==> src/rtl/cpu_pkg.sv <==
// Shared definitions for the execute stage of the simple CPU.
// Purpose: opcode encoding (mirrors the opcode.vh *_OP values), instruction
//          field positions, the issue FSM state type and small decode helpers.
// Ports:   none (package).
package cpu_pkg;

    // 4-bit opcode carried in instr[31:28]; 14 and 15 are unassigned.
    typedef enum logic [3:0] {
        OP_ADD   = 4'd0,
        OP_SUB   = 4'd1,
        OP_MUL   = 4'd2,
        OP_DIV   = 4'd3,
        OP_AND   = 4'd4,
        OP_OR    = 4'd5,
        OP_XOR   = 4'd6,
        OP_LW    = 4'd7,
        OP_SW    = 4'd8,
        OP_JMP   = 4'd9,
        OP_BEQ   = 4'd10,
        OP_BGT   = 4'd11,
        OP_BLT   = 4'd12,
        OP_LI    = 4'd13,
        OP_ILL14 = 4'd14,
        OP_ILL15 = 4'd15
    } opcode_e;

    // Instruction word layout: [31:28]op [27:24]rd [23:20]rs1 [19:16]rs2 [15:0]imm16
    localparam int OP_MSB  = 31;
    localparam int OP_LSB  = 28;
    localparam int RD_MSB  = 27;
    localparam int RD_LSB  = 24;
    localparam int RS1_MSB = 23;
    localparam int RS1_LSB = 20;
    localparam int RS2_MSB = 19;
    localparam int RS2_LSB = 16;
    localparam int IMM_MSB = 15;
    localparam int IMM_LSB = 0;

    typedef enum logic [1:0] {
        IDLE = 2'd0,
        EXEC = 2'd1,
        MEM  = 2'd2,
        RET  = 2'd3
    } state_e;

    // Register-register operations executed by the ALU itself.
    function automatic logic is_alu_class(input opcode_e op);
        return op inside {OP_ADD, OP_SUB, OP_MUL, OP_DIV, OP_AND, OP_OR, OP_XOR};
    endfunction

    function automatic logic is_mem(input opcode_e op);
        return op inside {OP_LW, OP_SW};
    endfunction

    function automatic logic is_branch(input opcode_e op);
        return op inside {OP_JMP, OP_BEQ, OP_BGT, OP_BLT};
    endfunction

    function automatic logic is_illegal(input opcode_e op);
        return op inside {OP_ILL14, OP_ILL15};
    endfunction

endpackage

==> src/rtl/issue_regfile.sv <==
// Register file for the execute stage.
// Purpose: NREGS x DATAWIDTH storage, r0 hard-wired to zero, two combinational
//          operand read ports, one combinational debug read port, one
//          synchronous write port and a synchronous active-low clear.
// Ports:   clk, rst (sync, active-low clear of all registers)
//          rd_addr_a/rd_data_a, rd_addr_b/rd_data_b : operand reads
//          dbg_addr/dbg_data                         : debug read
//          wr_en/wr_addr/wr_data                     : write port
module issue_regfile #(
    parameter int DATAWIDTH = 32,
    parameter int NREGS     = 16
) (
    input  logic                     clk,
    input  logic                     rst,
    input  logic [$clog2(NREGS)-1:0] rd_addr_a,
    output logic [DATAWIDTH-1:0]     rd_data_a,
    input  logic [$clog2(NREGS)-1:0] rd_addr_b,
    output logic [DATAWIDTH-1:0]     rd_data_b,
    input  logic [$clog2(NREGS)-1:0] dbg_addr,
    output logic [DATAWIDTH-1:0]     dbg_data,
    input  logic                     wr_en,
    input  logic [$clog2(NREGS)-1:0] wr_addr,
    input  logic [DATAWIDTH-1:0]     wr_data
);

    logic [DATAWIDTH-1:0] regs [NREGS];

    // Writes to r0 are dropped, so r0 keeps its cleared value of zero forever.
    always_ff @(posedge clk) begin
        if (!rst) begin
            for (int i = 0; i < NREGS; i++) begin
                regs[i] <= '0;
            end
        end else if (wr_en && (wr_addr != '0)) begin
            regs[wr_addr] <= wr_data;
        end
    end

    // Reads see the pre-write value during the cycle a write is pending.
    assign rd_data_a = regs[rd_addr_a];
    assign rd_data_b = regs[rd_addr_b];
    assign dbg_data  = regs[dbg_addr];

endmodule

==> src/rtl/alu_issue_ctrl.sv <==
// Execute stage of the simple CPU: initiator side of the ALU interface.
// Purpose: accepts instruction words (valid/ready), decodes them, reads the
//          local register file, drives the external ALU, then performs
//          writeback, the LW/SW memory handshake or branch resolution.
// Ports:   clk, rst (sync, active-low)
//          instr_valid_i/instr_ready_o/instr_i/instr_pc_i : instruction input
//          alu_opcode_o/alu_a_o/alu_b_o/alu_out_i         : ALU pins
//          mem_req_o/mem_we_o/mem_addr_o/mem_wdata_o/
//          mem_rdata_i/mem_ack_i                          : memory handshake
//          retire_o/branch_taken_o/branch_target_o/
//          illegal_o/trap_o                               : completion status
//          dbg_addr_i/dbg_data_o                          : debug register read
// Config:  define ALU_ISSUE_DIVZERO_TRAP_EN to trap DIV with rs2==0 instead of
//          writing the ALU result.
module alu_issue_ctrl
    import cpu_pkg::*;
#(
    parameter int DATAWIDTH = 32,
    parameter int NREGS     = 16
) (
    input  logic                     clk,
    input  logic                     rst,
    input  logic                     instr_valid_i,
    output logic                     instr_ready_o,
    input  logic [31:0]              instr_i,
    input  logic [DATAWIDTH-1:0]     instr_pc_i,
    output logic [3:0]               alu_opcode_o,
    output logic [DATAWIDTH-1:0]     alu_a_o,
    output logic [DATAWIDTH-1:0]     alu_b_o,
    input  logic [DATAWIDTH-1:0]     alu_out_i,
    output logic                     mem_req_o,
    output logic                     mem_we_o,
    output logic [DATAWIDTH-1:0]     mem_addr_o,
    output logic [DATAWIDTH-1:0]     mem_wdata_o,
    input  logic [DATAWIDTH-1:0]     mem_rdata_i,
    input  logic                     mem_ack_i,
    output logic                     retire_o,
    output logic                     branch_taken_o,
    output logic [DATAWIDTH-1:0]     branch_target_o,
    output logic                     illegal_o,
    output logic                     trap_o,
    input  logic [$clog2(NREGS)-1:0] dbg_addr_i,
    output logic [DATAWIDTH-1:0]     dbg_data_o
);

    localparam int AW = $clog2(NREGS);

    state_e               state, state_next;
    opcode_e              dec_op, op_q;
    logic [3:0]           dec_rd, dec_rs1, dec_rs2;
    logic [15:0]          dec_imm;
    logic [DATAWIDTH-1:0] sx_imm, rs1_data, rs2_data, sel_a, sel_b;
    logic [DATAWIDTH-1:0] rs1_q, rs2_q, result_q;
    logic [AW-1:0]        rd_q;
    logic                 taken_q, trap_q, accept, div_zero, branch_cond, wr_en;

    assign dec_op  = opcode_e'(instr_i[OP_MSB:OP_LSB]);
    assign dec_rd  = instr_i[RD_MSB:RD_LSB];
    assign dec_rs1 = instr_i[RS1_MSB:RS1_LSB];
    assign dec_rs2 = instr_i[RS2_MSB:RS2_LSB];
    assign dec_imm = instr_i[IMM_MSB:IMM_LSB];
    assign sx_imm  = {{(DATAWIDTH-16){dec_imm[15]}}, dec_imm};
    assign accept  = instr_valid_i && (state == IDLE);

    issue_regfile #(
        .DATAWIDTH(DATAWIDTH),
        .NREGS    (NREGS)
    ) u_regfile (
        .clk      (clk),
        .rst      (rst),
        .rd_addr_a(dec_rs1[AW-1:0]),
        .rd_data_a(rs1_data),
        .rd_addr_b(dec_rs2[AW-1:0]),
        .rd_data_b(rs2_data),
        .dbg_addr (dbg_addr_i),
        .dbg_data (dbg_data_o),
        .wr_en    (wr_en),
        .wr_addr  (rd_q),
        .wr_data  (result_q)
    );

    // Operand selection for the ALU, computed from the offered instruction.
    always_comb begin
        sel_a = '0;
        sel_b = '0;
        if (is_alu_class(dec_op)) begin
            sel_a = rs1_data;
            sel_b = rs2_data;
        end else if (is_mem(dec_op)) begin
            sel_a = rs1_data;
            sel_b = sx_imm;
        end else if (is_branch(dec_op)) begin
            sel_a = instr_pc_i;
            sel_b = sx_imm;
        end else if (dec_op == OP_LI) begin
            sel_b = sx_imm;
        end
    end

    // Signed branch comparison on the latched source registers.
    always_comb begin
        branch_cond = 1'b0;
        case (op_q)
            OP_JMP:  branch_cond = 1'b1;
            OP_BEQ:  branch_cond = (rs1_q == rs2_q);
            OP_BGT:  branch_cond = ($signed(rs1_q) > $signed(rs2_q));
            OP_BLT:  branch_cond = ($signed(rs1_q) < $signed(rs2_q));
            default: branch_cond = 1'b0;
        endcase
    end

`ifdef ALU_ISSUE_DIVZERO_TRAP_EN
    assign div_zero = (op_q == OP_DIV) && (rs2_q == '0);
`else
    assign div_zero = 1'b0;
`endif

    always_ff @(posedge clk) begin
        if (!rst) begin
            state <= IDLE;
        end else begin
            state <= state_next;
        end
    end

    // Next-state and all status/memory outputs, decoded from the current state.
    always_comb begin
        state_next      = state;
        instr_ready_o   = (state == IDLE);
        mem_req_o       = 1'b0;
        mem_we_o        = 1'b0;
        mem_addr_o      = '0;
        mem_wdata_o     = '0;
        retire_o        = 1'b0;
        branch_taken_o  = 1'b0;
        branch_target_o = '0;
        illegal_o       = 1'b0;
        trap_o          = 1'b0;
        wr_en           = 1'b0;
        case (state)
            IDLE: begin
                if (accept) begin
                    state_next = is_illegal(dec_op) ? RET : EXEC;
                end
            end
            EXEC: begin
                if (div_zero) begin
                    state_next = RET;
                end else if (is_mem(op_q)) begin
                    state_next = MEM;
                end else begin
                    state_next = RET;
                end
            end
            MEM: begin
                mem_req_o   = 1'b1;
                mem_we_o    = (op_q == OP_SW);
                mem_addr_o  = result_q;
                mem_wdata_o = (op_q == OP_SW) ? rs2_q : '0;
                if (mem_ack_i) begin
                    state_next = RET;
                end
            end
            RET: begin
                state_next      = IDLE;
                retire_o        = 1'b1;
                branch_taken_o  = taken_q;
                branch_target_o = taken_q ? result_q : '0;
                illegal_o       = is_illegal(op_q);
                trap_o          = trap_q;
                wr_en           = !trap_q &&
                                  (is_alu_class(op_q) || op_q == OP_LI || op_q == OP_LW);
            end
            default: state_next = IDLE;
        endcase
    end

    // Datapath: latch the decoded instruction on accept, the ALU result at the
    // end of EXEC and the load data on the memory acknowledge.
    // Memory and branch address generation reuse the ALU as an adder.
    always_ff @(posedge clk) begin
        if (!rst) begin
            op_q         <= OP_ADD;
            rd_q         <= '0;
            rs1_q        <= '0;
            rs2_q        <= '0;
            result_q     <= '0;
            taken_q      <= 1'b0;
            trap_q       <= 1'b0;
            alu_opcode_o <= '0;
            alu_a_o      <= '0;
            alu_b_o      <= '0;
        end else begin
            case (state)
                IDLE: begin
                    if (accept) begin
                        op_q    <= dec_op;
                        rd_q    <= dec_rd[AW-1:0];
                        rs1_q   <= rs1_data;
                        rs2_q   <= rs2_data;
                        taken_q <= 1'b0;
                        trap_q  <= 1'b0;
                        if (!is_illegal(dec_op)) begin
                            alu_opcode_o <= is_alu_class(dec_op) ? dec_op : OP_ADD;
                            alu_a_o      <= sel_a;
                            alu_b_o      <= sel_b;
                        end
                    end
                end
                EXEC: begin
                    result_q <= alu_out_i;
                    taken_q  <= branch_cond;
                    trap_q   <= div_zero;
                end
                MEM: begin
                    if (mem_ack_i && op_q == OP_LW) begin
                        result_q <= mem_rdata_i;
                    end
                end
                default: ;
            endcase
        end
    end

endmodule
==> config.mk <==
export PLATFORM = sky130hd
export DESIGN_NAME = alu_issue_ctrl
export DESIGN_NICKNAME = d
export VERILOG_FILES = /design/src/rtl/cpu_pkg.sv /design/src/rtl/issue_regfile.sv /design/src/rtl/alu_issue_ctrl.sv
export SDC_FILE = /design/constraint.sdc
export NUM_CORES = 1
export LEC_CHECK = 0
export CORE_MARGIN = 2
export CORE_UTILIZATION = 40
export DETAILED_ROUTE_END_ITERATION = 12
export SYNTH_ARGS = -nofsm -noshare
export SYNTH_HDL_FRONTEND = slang
export SYNTH_SLANG_ARGS = --single-unit
==> constraint.sdc <==
create_clock -name clk -period 5.37 [get_ports clk]
set_clock_uncertainty 0.15 [all_clocks]
set_input_delay 1.074 -clock clk [delete_from_list [all_inputs] [get_ports clk]]
set_output_delay 1.074 -clock clk [all_outputs]
set_load 0.005 [all_outputs]
[Yosys cells after proc, flatten, opt, wreduce, memory -nomap -nowiden]
Memories as Yosys holds them, arrays and structs flattened.
Cells that the tools add are included.
Operators by class
  magnitude comparators: 2
  eq/ne operators: 37
  mux-type cells: 38
  bitwise gates (word level): 1
  reduce and logical (&&, ||, !) cells: 26
Operators with widths (number)
  2-to-1 mux 32 bit: 14
  == test 4 bit, second input constant: 16
  case mux 32 bit (2 select lines): 1
  == test 32 bit: 1
  == test 4 x 3 -> 1 bit, second input constant: 8
  > comparator 32 bit: 1
  less-than comparator 32 bit: 1
  OR reduction 32 bit: 1
  == test 4 x 2 -> 1 bit, second input constant: 4
  2-to-1 mux 1 bit: 14
  nonzero test 7 bit: 2
  nonzero test 2 bit: 6
  == test 4 x 1 -> 1 bit, second input constant: 2
  logical NOT 4 bit: 2
  2-to-1 mux 4 bit: 2
  case mux 2 bit (4 select lines): 1
  AND reduction 2 bit: 4
  nonzero test 4 bit: 2
  2-to-1 mux 2 bit: 3
  == test 2 bit, second input constant: 2
  logical AND 1 bit: 4
  inequality test 2 bit, second input constant: 2
  case mux 1 bit (2 select lines): 2
  case mux 1 bit (4 select lines): 1
  other kinds (7): 8
Storage, ports and cells
  register bits after elaboration: 176
  bits in writable memories: 512
  bits of input ports: 136
  memories kept: 1
Memory list
  u_regfile.regs: depth 16, width 32, read ports 3, clocked after Yosys merged registers in 0, write ports 16, line issue_regfile.sv:26  | logic [DATAWIDTH-1:0] regs [NREGS];

[Logic depth before layout (Yosys ltp)]
  depth in word-level cells: 12
  depth in mapped cells: 10
  mapped depth without buffers: 9

[Hierarchy]
A second synthesis with hierarchy kept.
Unflattened totals
  cells, all modules: 2974
  area, all modules: 38431.9 sq um
Modules (own cells, without submodules)
  issue_regfile: instances 1, cells each 1923, area an instance 30031.3 sq um
  alu_issue_ctrl: instances 1, cells each 1051, area an instance 8400.6 sq um

[Least setup slack after synthesis]
OpenSTA, ideal clock, no wires.
  kind: input to register
  start point: in rst
  end point: mem u_regfile.regs[7][0], enable pin
  setup time: 466 ps
  arrival: 3934 ps
  data required time: 4754 ps
  setup slack: 820 ps
  stages on the path: 5
  path through: nand2_1 -> a21oi_2 -> nand2_1 -> or2_2 -> o21ai_0
RTL lines
  from (decl): line alu_issue_ctrl.sv:22  | input logic rst,
  to (decl): line issue_regfile.sv:26

[Worst setup path after layout]
  start point: reg state[0]
  end point: out mem_wdata_o[27]
On the way
  longest elaborated chain between the ends: 2
Ends and longest elaborated chain
  from (decl): line alu_issue_ctrl.sv:48  | state_e state, state_next;
  from (signal assigned): line alu_issue_ctrl.sv:122  | state <= state_next;
  == test 2 bit: line alu_issue_ctrl.sv:140  | case (state)
  2-to-1 mux 32 bit: line alu_issue_ctrl.sv:140
  to (decl): line alu_issue_ctrl.sv:34  | output logic [DATAWIDTH-1:0] mem_wdata_o,
No other way between the ends.

==> results.md <==
* Status: completed
* Initial DRC count at between 3000 and 4000
* VDD IR max at between 200 and 250 uV
* Worst setup EP type: output pin
* Post-DR wirelength/cell at between 30 and 40 um
* Hold Buf Count CTS at 0
* Critical path class: flip-flop to output pin
* Layout cells sized above 1 at 0.225
* Mapped cell area at ~40000 um^2
* CTS root buffer: clkbuf_16
* Initial antenna violation count at 6
* CP Max Fanout at 32
* Setup violators final at 0
* Distinct cells, synth at between 50 and 60
* Post-CTS sizing at 0
* RePlAce Congestion at about 0.87
* Clk_lat worst skew at 0.64 ns
* Period minus WS final at 4.64 ns
* Sequential cell area at roughly 19000 um^2
* Sinks on Clock Net at a little under 700
* DP HPWL at between 80 and 90 mm
* Nature of the critical path startpoint: flip-flop
* Post-route ant nets at 0
* Top_reg_cell synth: edfxtp_1
* Pwr dens at 348 nW/um^2
* Max_cap viols at 0
* Vias per inst at roughly 6.3
* I/O Pins at ~340
* Metal-1 WL at 51.5 mm
* Final period util at 0.863
* Most frequent cells in the layout: edfxtp_1, mux4_2, and2_1, clkdlybuf4s50_1, and3_1
* Post-route DRC at 0
* Post-synthesis sequential area ratio at 0.483
* Cell count after synthesis at approximately 2800
* CTS buffer count at 80
* Arrival time worst endpoint at ~3.4 ns
* Antenna Diode Count at 0
* Die Height at between 300 and 400 um
* Internal at between 0.01 and 0.015 W
* Highest routed layer: met5
* Port bufs at between 300 and 400
* Floorplan row count at ~110
* Leakage at approximately 17 nW
* Setup tns final at 0 ns
* Area of the multi-input gates at 19000 um^2
* Postcts setup bufs at 0
* Combinational share of power at 0.226
* Hold Crit Class: flip-flop to flip-flop
* H-tree depth at 3
* Congestion Overflow GR at 0
* Worst-margin pin slew at ~1.3 ns
* Most common cell after layout, fill and taps aside: edfxtp_1
* Largest net degree at the start of global routing at 156
* DIE AREA at between 100000 and 150000 um^2
* Clock power frac at 0.345
* Die W at about 320 um
* Total Wirelength at 135 mm
* FF+latch count, synth at ~690
* Area growth from synthesis to layout at 18.8%
* RSZ-0062 raised after global routing: no
* Vias in the first global route at between 20000 and 30000
* Via count at about 27000
* Worst-path clk slew at roughly 0.06 ns
* Net Sw Frac at 0.316
* Met3 WL at ~17 mm
* Hold Vio Cnt, Final at 0
* EDFF count, synth at between 500 and 600
* Initial Util at 0.404
* Max Transition Viols Final at 0
* CTS Buffer Depth at 3
* Async SR Flop Fraction at 0
* Core region area at ~97000 um^2
* NumNets Final at approximately 3200
* Ys Warns at 0
* Pre-antenna DRT Iters at 5
* P_sw at between 0.005 and 0.006 W
* WP data required at 4.15 ns
* Dpl cell area at approximately 44000 um^2
* CTS tree: yes
* Filler cell count in the final layout at ~8300
* Final instance area at 46500 um^2
* GRT Total Usage at 0.267
* Sequential power share at 0.429
* Worst rel slew slack at 0.127
* Syn avg cell area at between 10 and 15 um^2
* First-pass GRT wire length at just under 200 mm
* Max Freq at between 200 and 250 MHz
* Met2 wire length at between 60 and 70 mm
-- power groups by stage --
stage	Sequential [W]	Combinational (W)	Clock, W
after detailed placement	0.00703	0.00363	0
after floorplan	0.00659	0.00230	0
final	0.00693	0.00365	0.00558
after CTS	0.00693	0.00365	0.00564
after global routing	0.00703	0.00392	0.00584
after global placement	0.00699	0.00357	0
-- Yosys cell counts (4+ instances only) --
master | number | area (um^2)
edfxtp_1 | 512 | 15400
mux4_2 | 417 | 9390
and2_1 | 357 | 2230
clkbuf_1 | 214 | 803
and3_1 | 194 | 1210
nand2_1 | 176 | 661
dfxtp_1 | 175 | 3500
nor2_1 | 100 | 375
a21oi_1 | 85 | 425
nor3_1 | 66 | 330
mux4_1 | 61 | 1600
a211oi_1 | 50 | 375
mux2i_1 | 47 | 470
inv_1 | 39 | 146
ha_1 | 36 | 450
o21ai_0 | 32 | 160
a221oi_1 | 29 | 254
buf_2 | 22 | 110
clkbuf_8 | 20 | 275
a31oi_1 | 18 | 113
buf_1 | 18 | 67.6
buf_6 | 15 | 169
nand3_1 | 10 | 50.1
nand2b_1 | 7 | 43.8
nand4_1 | 6 | 37.5
a21o_1 | 5 | 37.5
nor2b_1 | 5 | 31.3
a221oi_2 | 4 | 60.1
-- worst max-delay path, cell delays in order (launching register included) --
cell and delay (ns):
dfxtp_1 0.34, inv_1 0.17, ha_4 0.54, inv_1 0.65, nor3_1 0.47, clkdlybuf4s50_1 0.57
-- worst paths after layout --
path / startpoint / end / slack [ns] / cells past startpoint
worst max-delay path: state[0] / mem_wdata_o[27] / 0.73 / 5
worst min-delay path: rs2_q[11] / rs2_q[11] / 0.30 / 2
worst max register to register: state[1] / u_regfile.regs[3][22] / 1.62 / 9
worst min register to register: rs2_q[11] / rs2_q[11] / 0.30 / 2
-- registers in the layout (all words and copies together), names as in the netlist --
name	cells
u_regfile.regs	512
alu_a_o	32
alu_b_o	32
result_q	32
rs1_q	32
rs2_q	32
alu_opcode_o	4
op_q	4
rd_q	4
state	2
taken_q	1
-- cells by family after synthesis --
| kind of cell | Yosys count | synth area share |
|---|---|---|
| multiplexers | 527 | 0.294 |
| AO/OA/AOI/OAI | 240 | 0.0399 |
| AND/OR/NAND/NOR | 937 | 0.130 |
| other | 1 | 0.0000958 |
| buffers and inverters | 334 | 0.0412 |
| XOR/XNOR | 1 | 0.000224 |
| flip-flops | 687 | 0.483 |
| adder cells (fa/ha/maj) | 36 | 0.0115 |
-- cell type report --
| type | count | area share |
|---|---|---|
| multi-input cells | 1774 | 0.408 |
| flip-flops and latches | 687 | 0.406 |
| repair buffers | 423 | 0.0906 |
| clock buffers | 108 | 0.0500 |
| well taps | 1276 | 0.0343 |
| clock inverters | 37 | 0.00751 |
| inverters | 40 | 0.00334 |
-- per-layer routing --
layer	GRT usage	vias to the layer above
met3	0.0882	268
met4	0.0845	2
met2	0.419	1814
met5	0	-
met1	0.354	14000
li1	-	11300
-- metrics by stage --
stage / setup WS, ns / hold WS (ns) / util / power (W) / instances
floorplan: 0.820 / 0.286 / - / 0.00889 / 2795
global route: 0.606 / 0.319 / 0.480 / 0.0168 / 4345
finish: 0.735 / 0.303 / 0.480 / 0.0162 / 4345
CTS: 0.731 / 0.305 / 0.480 / 0.0162 / 4345
global placement: 0.833 / 0.293 / 0.452 / 0.0106 / 4200
detailed placement: 0.792 / 0.297 / 0.452 / 0.0107 / 4200
(Power assumes the default switching activity.)
